<file path="config.mk">
export PLATFORM = sky130hd
export DESIGN_NAME = write_master
export DESIGN_NICKNAME = d
export VERILOG_FILES = /design/src/rtl/cartoon_pkg.sv /design/src/rtl/flex_counter.sv /design/src/rtl/write_master.sv
export SDC_FILE = /design/constraint.sdc
export NUM_CORES = 1
export LEC_CHECK = 0
export BUFFER_PORTS_ARGS = -buffer_cell sky130_fd_sc_hd__buf_2
export CELL_PAD_IN_SITES_DETAIL_PLACEMENT = 1
export CELL_PAD_IN_SITES_GLOBAL_PLACEMENT = 1
export CORE_MARGIN = 1
export CORE_UTILIZATION = 38
export DETAILED_ROUTE_END_ITERATION = 6
export PLACE_DENSITY = 0.87
export SLEW_MARGIN = 25
export SYNTH_ARGS = -nofsm -noshare
export SYNTH_HDL_FRONTEND = slang
export SYNTH_HIERARCHICAL = 1
export SYNTH_SLANG_ARGS = --single-unit
</file>
<file path="constraint.sdc">
create_clock -name clk -period 4.6 [get_ports clk]
set_input_delay 0.92 -clock clk [delete_from_list [all_inputs] [get_ports clk]]
set_output_delay 0.92 -clock clk [all_outputs]
set_load 0.1 [all_outputs]
</file>
<file path="src/rtl/cartoon_pkg.sv">
// Shared types for the cartoon pipeline write path: write-master FSM states,
// byte-address type, default batch length and address step helper.
package cartoon_pkg;

    typedef enum logic [1:0] {
        IDLE  = 2'd0,
        WRITE = 2'd1,
        RESP  = 2'd2
    } wm_state_t;

    typedef logic [31:0] addr_t;

    localparam int BURST_LEN_DEF = 6;

    // Modulo-2^32 address step; wrap past 0xFFFFFFFC is intentionally silent
    function automatic addr_t next_addr(input addr_t addr, input int unsigned stride);
        return addr + addr_t'(stride);
    endfunction

endpackage

</file>
<file path="src/rtl/flex_counter.sv">
// Generic up-counter with synchronous clear; counts 0..rollover_val-1 and wraps,
// rollover_flag marks the final count of the period.
module flex_counter #(
    parameter int NUM_CNT_BITS = 4
) (
    input  logic                    clk,
    input  logic                    n_rst,
    input  logic                    clear,
    input  logic                    count_enable,
    input  logic [NUM_CNT_BITS-1:0] rollover_val,
    output logic [NUM_CNT_BITS-1:0] count_out,
    output logic                    rollover_flag
);

    logic [NUM_CNT_BITS-1:0] count_r;

    assign rollover_flag = (count_r == (rollover_val - {{(NUM_CNT_BITS-1){1'b0}}, 1'b1}));
    assign count_out     = count_r;

    // Count register: clear wins over enable, wrap at end of period
    always_ff @(posedge clk or negedge n_rst) begin
        if (!n_rst) begin
            count_r <= '0;
        end else if (clear) begin
            count_r <= '0;
        end else if (count_enable) begin
            if (rollover_flag) begin
                count_r <= '0;
            end else begin
                count_r <= count_r + {{(NUM_CNT_BITS-1){1'b0}}, 1'b1};
            end
        end
    end

endmodule

</file>
<file path="src/rtl/write_master.sv">
// Avalon-MM write master streaming batches of pixel words into a frame buffer.
// Optional response watchdog enabled by defining WRITE_MASTER_TIMEOUT_EN.
module write_master
    import cartoon_pkg::*;
#(
    parameter int          BURST_LEN      = BURST_LEN_DEF,
    parameter int unsigned ADDR_STRIDE    = 4,
    parameter int          TIMEOUT_CYCLES = 255
) (
    input  logic        clk,
    input  logic        n_rst,
    input  logic [31:0] base_addr,
    input  logic [19:0] frame_len,
    input  logic        batch_ready,
    input  logic [31:0] pixel_word,
    input  logic        master_waitrequest,
    input  logic        master_writeresponsevalid,
    output logic        master_write,
    output logic [31:0] master_address,
    output logic [31:0] master_writedata,
    output logic        word_pop,
    output logic        batch_done,
    output logic        frame_done,
    output logic        busy,
    output logic        error
);

    wm_state_t   state_r, state_s;
    addr_t       addr_r, base_r;
    logic [19:0] frame_cnt_r;
    logic        pending_r, error_r, restart_r;
    logic [3:0]  word_cnt_s;
    logic        rollover_s, last_word_s;
    logic        go_s, resp_s, frame_wrap_s, timeout_s;

    assign go_s         = (state_r == IDLE) && (batch_ready || pending_r);
    assign resp_s       = (state_r == RESP) && master_writeresponsevalid;
    assign frame_wrap_s = resp_s && (frame_len != 20'd0) && (frame_cnt_r == (frame_len - 20'd1));
    // A count beyond the limit (upset) still closes the batch instead of running on
    assign last_word_s  = rollover_s || (word_cnt_s >= 4'(BURST_LEN - 1));

    flex_counter #(
        .NUM_CNT_BITS (4)
    ) u_word_cnt (
        .clk           (clk),
        .n_rst         (n_rst),
        .clear         (state_r == IDLE),
        .count_enable  (resp_s),
        .rollover_val  (4'(BURST_LEN)),
        .count_out     (word_cnt_s),
        .rollover_flag (rollover_s)
    );

`ifdef WRITE_MASTER_TIMEOUT_EN
    logic [15:0] tmo_cnt_r;

    assign timeout_s = (state_r == RESP) && !master_writeresponsevalid &&
                       (tmo_cnt_r == 16'(TIMEOUT_CYCLES - 1));

    // Watchdog: counts RESP cycles spent waiting for the write response
    always_ff @(posedge clk or negedge n_rst) begin
        if (!n_rst) begin
            tmo_cnt_r <= 16'd0;
        end else if ((state_r == RESP) && !resp_s) begin
            tmo_cnt_r <= tmo_cnt_r + 16'd1;
        end else begin
            tmo_cnt_r <= 16'd0;
        end
    end
`else
    assign timeout_s = 1'b0;
`endif

    // State register
    always_ff @(posedge clk or negedge n_rst) begin
        if (!n_rst) begin
            state_r <= IDLE;
        end else begin
            state_r <= state_s;
        end
    end

    // Next-state logic
    always_comb begin
        state_s = state_r;
        case (state_r)
            IDLE: begin
                if (go_s) state_s = WRITE;
                else      state_s = IDLE;
            end
            WRITE: begin
                if (!master_waitrequest) state_s = RESP;
                else                     state_s = WRITE;
            end
            RESP: begin
                if (resp_s) begin
                    if (last_word_s) state_s = IDLE;
                    else             state_s = WRITE;
                end else if (timeout_s) begin
                    state_s = IDLE;
                end else begin
                    state_s = RESP;
                end
            end
            default: state_s = IDLE;
        endcase
    end

    // Address, latched base, frame position and pending frame restart
    always_ff @(posedge clk or negedge n_rst) begin
        if (!n_rst) begin
            addr_r      <= 32'd0;
            base_r      <= 32'd0;
            frame_cnt_r <= 20'd0;
            restart_r   <= 1'b1;
        end else if (go_s) begin
            base_r <= base_addr;
            if (restart_r) begin
                addr_r    <= base_addr;
                restart_r <= 1'b0;
            end
        end else if (resp_s) begin
            if (frame_wrap_s) begin
                addr_r      <= base_r;
                frame_cnt_r <= 20'd0;
                restart_r   <= last_word_s;
            end else begin
                addr_r      <= next_addr(addr_r, ADDR_STRIDE);
                frame_cnt_r <= frame_cnt_r + 20'd1;
            end
        end
    end

    // One-deep batch queue and sticky error
    always_ff @(posedge clk or negedge n_rst) begin
        if (!n_rst) begin
            pending_r <= 1'b0;
            error_r   <= 1'b0;
        end else begin
            if (go_s) begin
                pending_r <= pending_r && batch_ready;
            end else if (batch_ready && (state_r != IDLE)) begin
                if (pending_r) error_r   <= 1'b1;
                else           pending_r <= 1'b1;
            end
            if (timeout_s) error_r <= 1'b1;
        end
    end

    assign master_write     = (state_r == WRITE);
    assign master_address   = addr_r;
    assign master_writedata = pixel_word;
    assign word_pop         = resp_s;
    assign batch_done       = resp_s && last_word_s;
    assign frame_done       = frame_wrap_s;
    assign busy             = (state_r != IDLE);
    assign error            = error_r;

endmodule

</file>
## Yosys cells after proc, flatten, opt, wreduce, memory -nomap -nowiden

Index checks and enable logic that the tools add are counted.

- Output and inout port bits: 70
- Word-level logic and storage cells: 57
- Input bits: 89
- Register bits after elaboration: 93

- Equal/unequal tests: 5
- Mux-type cells: 18
- Add/subtract/negate cells: 4
- Reduce and logical (&&, ||, !) cells: 20
- Order comparisons: 1
- Bitwise gates (word level): 1

Operators by type and width:

| cell | number |
|---|---|
| $mux 32 | 4 |
| $add 32x3->32 const B | 1 |
| $add 20x1->20 const B | 1 |
| $eq 20x20->1 | 1 |
| $mux 20 | 1 |
| $reduce_bool 20->1 | 1 |
| $sub 20x1->20 const B | 1 |
| $mux 4 | 3 |
| $reduce_bool 2->1 | 5 |
| $logic_and 1x1->1 | 7 |
| $mux 1 | 7 |
| $pmux 2 s3 | 1 |
| $reduce_and 2->1 | 3 |
| $add 4x1->4 const B | 1 |
| $eq 4x3->1 const B | 1 |
| $ge 4x3->1 const B | 1 |
| $mux 2 | 2 |
| $reduce_and 3->1 | 1 |
| $eq 2x1->1 const B | 1 |
| $eq 2x2->1 const B | 1 |
| $logic_not 2->1 | 1 |
| $logic_or 1x1->1 | 2 |
| $ne 2x2->1 const B | 1 |
| $not 1->1 | 1 |

## Logic depth before layout (Yosys ltp)

Gate-level depths: netlist of the first run.

- Word-level depth: 7
- Mapped depth: 14
- Gate-level depth less buffers: 11

## Hierarchy

Netlist of the first run, hierarchy kept.

By module, submodules not included:

| module | sequential area each (um2) | instances | cells an instance | area each (um2) |
|---|---|---|---|---|
| write_master | 2228.4 | 1 | 694 | 5854.4 |
| flex_counter | 100.1 | 1 | 32 | 332.8 |

## Worst setup path before layout of the first run

No wires, ideal clock.

- Path type: input port to output port
- From: input frame_len[3]
- To: output frame_done
- Path buffers: 4
- Data required time: 3.680 ns
- Cell stages on the path: 11
- Data arrival time: 3.557 ns
- Path slack: 0.123 ns
- Path through: buf_2 or4_4 buf_6 nor4_1 a31oi_1 nor2_1 a2bb2oi_1 nand3_2 inv_2 buf_2 buf_2

- Word-level cells in the longest chain between the ends: 3
- Elaborated cells between the ends (all ways): 5
- Those cells by class: add/sub: 1; eq/ne: 1; reduce/logical: 3

RTL lines:

| item | line | source |
|---|---|---|
| start: declaration | write_master.sv:13 | `input logic [19:0] frame_len,` |
| $sub 20x1->20 or $reduce_bool 20->1 (tied branches) | write_master.sv:38 | `assign frame_wrap_s = resp_s && (frame_len != 20'd0) && (frame_cnt_r == (frame_len - 20'd1));` |
| $eq 20x20->1 or $logic_and 1x1->1 (tied branches) | write_master.sv:38 |  |
| $logic_and 1x1->1 (*) | write_master.sv:38 |  |
| end: declaration | write_master.sv:23 | `output logic frame_done,` |

Every way passes the cells marked *; elsewhere a longest branch is shown, timed or not.

## Worst setup path in the final report of the first run

- From: input frame_len[0]
- To: output frame_done

Same word-level chain as after synthesis.

==> metrics, run 1 <==
status completed; Setup TNS 0 ns; num ports between 150 and 200; wire length per cell roughly 18 µm; H-tree depth 3; share of power burned in registers between 30% and 40%; Post-synth EDFFs 0; first-pass GRT wire length 30,000 µm; most area-hungry cell type in the Yosys netlist dfrtp_1; P_sw between 2000 and 2500 µW; vias in the first global route slightly below 6,000; CP Capture Type primary output; CTS clock-pin slew for the worst setup and hold paths 0.07 ns; Placed Area around 6700 µm²; Worst-Skew Late Latency 0.36 ns; Die ar. 16,800 µm²; CP Launch Type primary input; Seq. cell area between 2000 and 2500 µm²; FF-to-FF path depth 10; synth-to-layout area growth 13.0%; Hold Crit Depth 2; Post-Syn Instances around 730; GP Congestion 0.885; initial antenna violation count 0; crit path time final approximately 4.4 ns; most frequent cells after synthesis 137 x nand2_1, 92 x dfrtp_1, 56 x nor2_1; Placeable Area between 15,000 and 20,000 µm²; GR Overflow Total 0; Global Route Usage Sum about 23%; CTS tree done; Routed Antenna Nets 0; hold slack 0.472 ns; Mapped Area about 6200 µm²; Post-DP HPWL ~13,000 µm; main area contributors after synthesis dfrtp_1 37%, nand2_1 8.3%, xnor2_1 4.5%; vias per cell 5.62; FF-to-FF Start frame_cnt_r[8]$_DFFE_PN0P_; sequential area share after synthesis 37.6%; post_cts resized 0; Yosys cell types 74; clock sink total 93; most frequent cell after synthesis nand2_1; CTS Buffer Depth 2; syn avg cell area ~8.5 µm²; Async S/R FF share, synth between 90% and 100%; Antenna diodes 0; IR drop worst, VDD roughly 0.33 mV; Worst Hold Class reg2reg; largest net degree at the start of global routing between 60 and 70; CP required around 3.7 ns; CP Data Arrival Time approximately 3.5 ns; Final Hold Viols 0; number of synthesized register bits 93; Leakage 0.00320 µW; # fillers between 1,500 and 2,000; clk_skew roughly 0.0073 ns; clock group share of total power between 10% and 20%; area of the multi-input gates between 3000 and 4000 µm²; critical path type in2out; Die X roughly 130 µm; Slew HR about a third; worst-margin pin slew about 1 ns; Synthesis Warnings 6; Hold Path Origin base_r[23]$_DFFE_PN0P_; number of buffers added for setup after CTS 0; Main synth FF type dfrtp_1; final wirelength 18,200 µm; worst-path fanout max 11; row count 46; total power 4370 µW; Final Cycle Share between 90% and 100%; drc violations 0; die height about 130 µm; root buf cell clkbuf_16; dpl ws ~0.32 ns; final setup vio count 0; RSZ-0062 raised after global routing no; Max Cap Viol 0; hold buffers post-CTS 0; via count 5,637; port bufs 94; Pwr Density between 600 and 700 nW/µm²; fin. max-slew vios 0; CTS buffer count 9; Initial Utilization approximately two fifths; Detailed Route Iter0 Violations 331; switching part of the total between 50% and 60%; Setup WS post-layout 0.233 ns; cell internal pwr just over 2000 µW; Design Area, Final 6990 µm²; share of layout cells above drive strength 1 19.1%; Post-layout nets around 880; Fmax 229 MHz; Comb pwr share 50.5%; DR pass1 iterations 4; area share of the largest cell type after synthesis 37.2%; CP startpoint frame_len[0]
==> logic make-up after synthesis <==
| kind of cell | after synthesis | synth area share (%) |
|---|---|---|
| other | 2 | 0.121 |
| flip-flops | 93 | 37.6 |
| AND/OR/NAND/NOR | 321 | 25.9 |
| buffers and inverters | 94 | 8.21 |
| multiplexers | 13 | 2.14 |
| AO/OA/AOI/OAI | 135 | 15.8 |
| adder cells (fa/ha/maj) | 7 | 1.38 |
| XOR/XNOR | 61 | 8.88 |
==> path summary, 6_finish.rpt <==
kind,to,slack (ns)
worst min-delay path,base_r[23]$_DFFE_PN0P_,0.47
worst min register to register,base_r[23]$_DFFE_PN0P_,0.47
worst max register to register,master_address[2]$_DFFE_PN0P_,1.57
min in group asynchronous,frame_cnt_r[6]$_DFFE_PN0P_,0.65
worst max-delay path,frame_done,0.23
max in group asynchronous,base_r[17]$_DFFE_PN0P_,3.01
==> metrics by stage <==
stage / cells / utilization [%]
after floorplan: 732 / -
after global placement: 987 / 42.1
after detailed placement: 987 / 42.1
after CTS: 1003 / 44.0
after global routing: 1003 / 44.0
final: 1003 / 44.0
==> power groups by stage <==
stage / registers, µW / clock network [µW] / logic, µW
4_1_cts: 1380 / 787 / 2210
5_1_grt: 1430 / 813 / 2370
2_1_floorplan: 2080 / 0 / 1080
3_3_place_gp: 1380 / 0 / 2130
3_5_place_dp: 1390 / 0 / 2190
6_report: 1380 / 778 / 2200
==> metal layers <==
layer  track usage, %  part of all wire [%]
met1             30.1                    44
met5                0                     0
met4             9.71                   2.6
met2             38.0                    47
met3             3.39                   5.7
==> layout make-up <==
type	instances	area share, %
clock inverters	5	0.841
flip-flops and latches	93	33.3
repair buffers	110	8.70
inverters	23	1.24
multi-input cells	545	48.6
well taps	216	3.87
clock buffers	11	3.47
==> flip-flops by register name (all words and copies together) (netlist names) <==
signal,flops
base_r,32
state_r,2
error,1
frame_cnt_r,20
u_word_cnt/count_out,4
restart_r,1
pending_r,1
master_address,32
==> critical path: stages <==
cell and delay (ns):
buf_2 0.13, inv_1 0.08, ha_1 0.37, nor4b_1 0.63, nand4_1 0.20, xnor2_1 0.17, nor2_1 0.13, and4b_1 0.38
nand3_2 0.13, inv_2 0.12, buf_12 0.18
==> cells in the final DEF (no fill, tap or decap), types with 7 or more instances in the layout <==
cell and n:
a21oi_1 11, buf_4 17, nand2_1 137, conb_1 8, xnor2_1 32, clkbuf_16 9, dfrtp_1 92, nand3_1 18
or3_1 7, o32ai_1 8, a31oi_1 12, o221ai_1 9, and3_1 9, a21o_1 7, buf_2 92, xor2_1 28
nor4_1 7, nand4_1 14, nand2b_1 7, nor3_1 14, inv_1 22, mux2i_1 11, o21ai_0 26, nor2_1 55
nor3b_1 9
(Power assumes the default switching activity.)
==> run 2: changes to the inputs <==
==> constraint.sdc (replaced) <==
create_clock -name clk -period 4.3 [get_ports clk]
set_input_delay 0.86 -clock clk [delete_from_list [all_inputs] [get_ports clk]]
set_output_delay 0.86 -clock clk [all_outputs]
set_load 0.1 [all_outputs]
==> metrics, run 2 (synthesis gave the netlist of run 1 again) <==
Design Area, Final 7030 µm² (was 6990 µm²); final wirelength 18,800 µm (was 18,200 µm); die height 130 µm (unchanged); Pwr Density 671 nW/µm² (was 625 nW/µm²); Hold Crit Depth 2 (unchanged); root buf cell clkbuf_16 (unchanged); hold buffers post-CTS 0 (unchanged); P_sw 2530 µW (was 2320 µW); Slew HR 37.7% (was 34.1%); CP required 3.44 ns (was 3.68 ns); critical path type in2out (unchanged); first-pass GRT wire length 30,500 µm (was 30,000 µm); GR Overflow Total 0 (unchanged); dpl ws 0.304 ns (was 0.324 ns); DR pass1 iterations 5 (was 4); CTS tree done (unchanged); number of buffers added for setup after CTS 0 (unchanged); final setup vio count 0 (unchanged); crit path time final between 4 and 5 ns; largest net degree at the start of global routing 70 (was 67); port bufs 94 (unchanged); post_cts resized 0 (unchanged); H-tree depth 3 (unchanged); IR drop worst, VDD 0.310 mV (was 0.328 mV); num ports 159 (unchanged); RSZ-0062 raised after global routing no (unchanged); GP Congestion 0.862 (was 0.885); Detailed Route Iter0 Violations 346 (was 331); share of layout cells above drive strength 1 19.5% (was 19.1%); via count 5,706 (was 5,637); Worst Hold Class reg2reg (unchanged); clk_skew 0.0114 ns (was 0.00731 ns); Placed Area 6710 µm² (was 6690 µm²); fin. max-slew vios 0 (unchanged); Initial Utilization 38.9% (unchanged); CP Data Arrival Time 3.19 ns (was 3.45 ns); Post-DP HPWL 13,500 µm (was 13,300 µm); Final Cycle Share 94.2%; CP Capture Type primary output (unchanged); clock group share of total power 18.5% (was 17.8%); Routed Antenna Nets 0 (unchanged); switching part of the total 53.6% (was 53.1%); row count 46 (unchanged); drc violations 0 (unchanged); Post-layout nets 880 (was 877); cell internal pwr 2190 µW (was 2050 µW); Final Hold Viols 0 (unchanged); Leakage 0.00323 µW (was 0.00320 µW); Die X 130 µm (unchanged); FF-to-FF path depth 10 (unchanged); Global Route Usage Sum 23.5% (was 23.0%); CP Launch Type primary input (unchanged); worst-margin pin slew 0.935 ns (was 0.985 ns); Worst-Skew Late Latency 0.37 ns (was 0.36 ns); Placeable Area 15,900 µm² (unchanged); worst-path fanout max 7 (was 11); Setup TNS 0 ns (unchanged); Setup WS post-layout 0.251 ns (was 0.233 ns); # fillers 1,945 (was 1,958); CTS clock-pin slew for the worst setup and hold paths 0.07 ns (about the same); wire length per cell 18.7 µm (was 18.2 µm); status completed (unchanged); share of power burned in registers 31.6% (was 31.7%); hold slack 0.467 ns (was 0.472 ns); Die ar. 16,800 µm² (unchanged); initial antenna violation count 0 (unchanged); vias per cell 5.67 (was 5.62); commonest cells after routing, fill and taps aside 137 x nand2_1, 92 x dfrtp_1, 92 x buf_2, 55 x nor2_1, 32 x xnor2_1 (unchanged); CTS buffer count 9 (unchanged); vias in the first global route 5,842 (was 5,870); clock sink total 93 (unchanged); Antenna diodes 0 (unchanged); commonest non-fill, non-tap cell in the layout nand2_1 (unchanged); CTS Buffer Depth 2 (unchanged); Fmax approximately 250 MHz; Max Cap Viol 0 (unchanged); synth-to-layout area growth 13.6% (was 13.0%); Comb pwr share 49.9% (was 50.5%)
[run 2: final timing paths]
check | slack, ns | start | end
worst max-delay path | 0.25 | frame_len[0] | frame_done
worst min-delay path | 0.47 | base_r[21]$_DFFE_PN0P_ | base_r[21]$_DFFE_PN0P_
worst max register to register | 1.32 | frame_cnt_r[9]$_DFFE_PN0P_ | master_address[2]$_DFFE_PN0P_
worst min register to register | 0.47 | base_r[21]$_DFFE_PN0P_ | base_r[21]$_DFFE_PN0P_
max in group asynchronous | 2.90 | n_rst | frame_cnt_r[1]$_DFFE_PN0P_
min in group asynchronous | 0.64 | n_rst | base_r[19]$_DFFE_PN0P_
[run 2: through the flow]
step / total power (µW) / std cells / util, %
final: 4720 / 1006 / 44.2
after global routing: 4980 / 1006 / 44.2
after CTS: 4730 / 1006 / 44.2
after detailed placement: 3850 / 990 / 42.2
after global placement: 3760 / 990 / 42.2
after floorplan: 3380 / 732 / -
[run 2: final cells by class]
class,instances,area (µm²),area share (%)
Sequential cell,93,2330,33.1
Multi-Input combinational cell,545,3400,48.3
Inverter,23,86.3,1.23
Clock inverter,7,90.1,1.28
Clock buffer,9,225,3.21
Tap cell,216,270,3.85
Timing Repair Buffer,113,631,8.97
[run 2: power groups by stage]
stage               Combinational, µW  Sequential [µW]  Clock [µW]
detailed placement               2350             1490           0
CTS                              2360             1490         880
global placement                 2280             1480           0
floorplan                        1150             2230           0
finish                           2350             1490         870
global route                     2530             1540         915
[run 2: routing by layer]
| layer | share of wire, % | track usage, % | up-vias |
|---|---|---|---|
| met2 | 48 | 38.8 | 126 |
| met3 | 3.5 | 3.51 | 36 |
| li1 | - | - | 2649 |
| met5 | 0 | 0 | - |
| met4 | 2.2 | 9.17 | 0 |
| met1 | 47 | 31.0 | 2895 |
[run 2: critical path, stage by stage]
cell,delay [ns]
buf_2,0.12
inv_1,0.07
ha_1,0.21
or3b_2,0.29
a21oi_1,0.09
o311ai_0,0.35
a2bb2oi_1,0.20
nor3_2,0.53
nand3_2,0.17
inv_2,0.11
buf_12,0.17
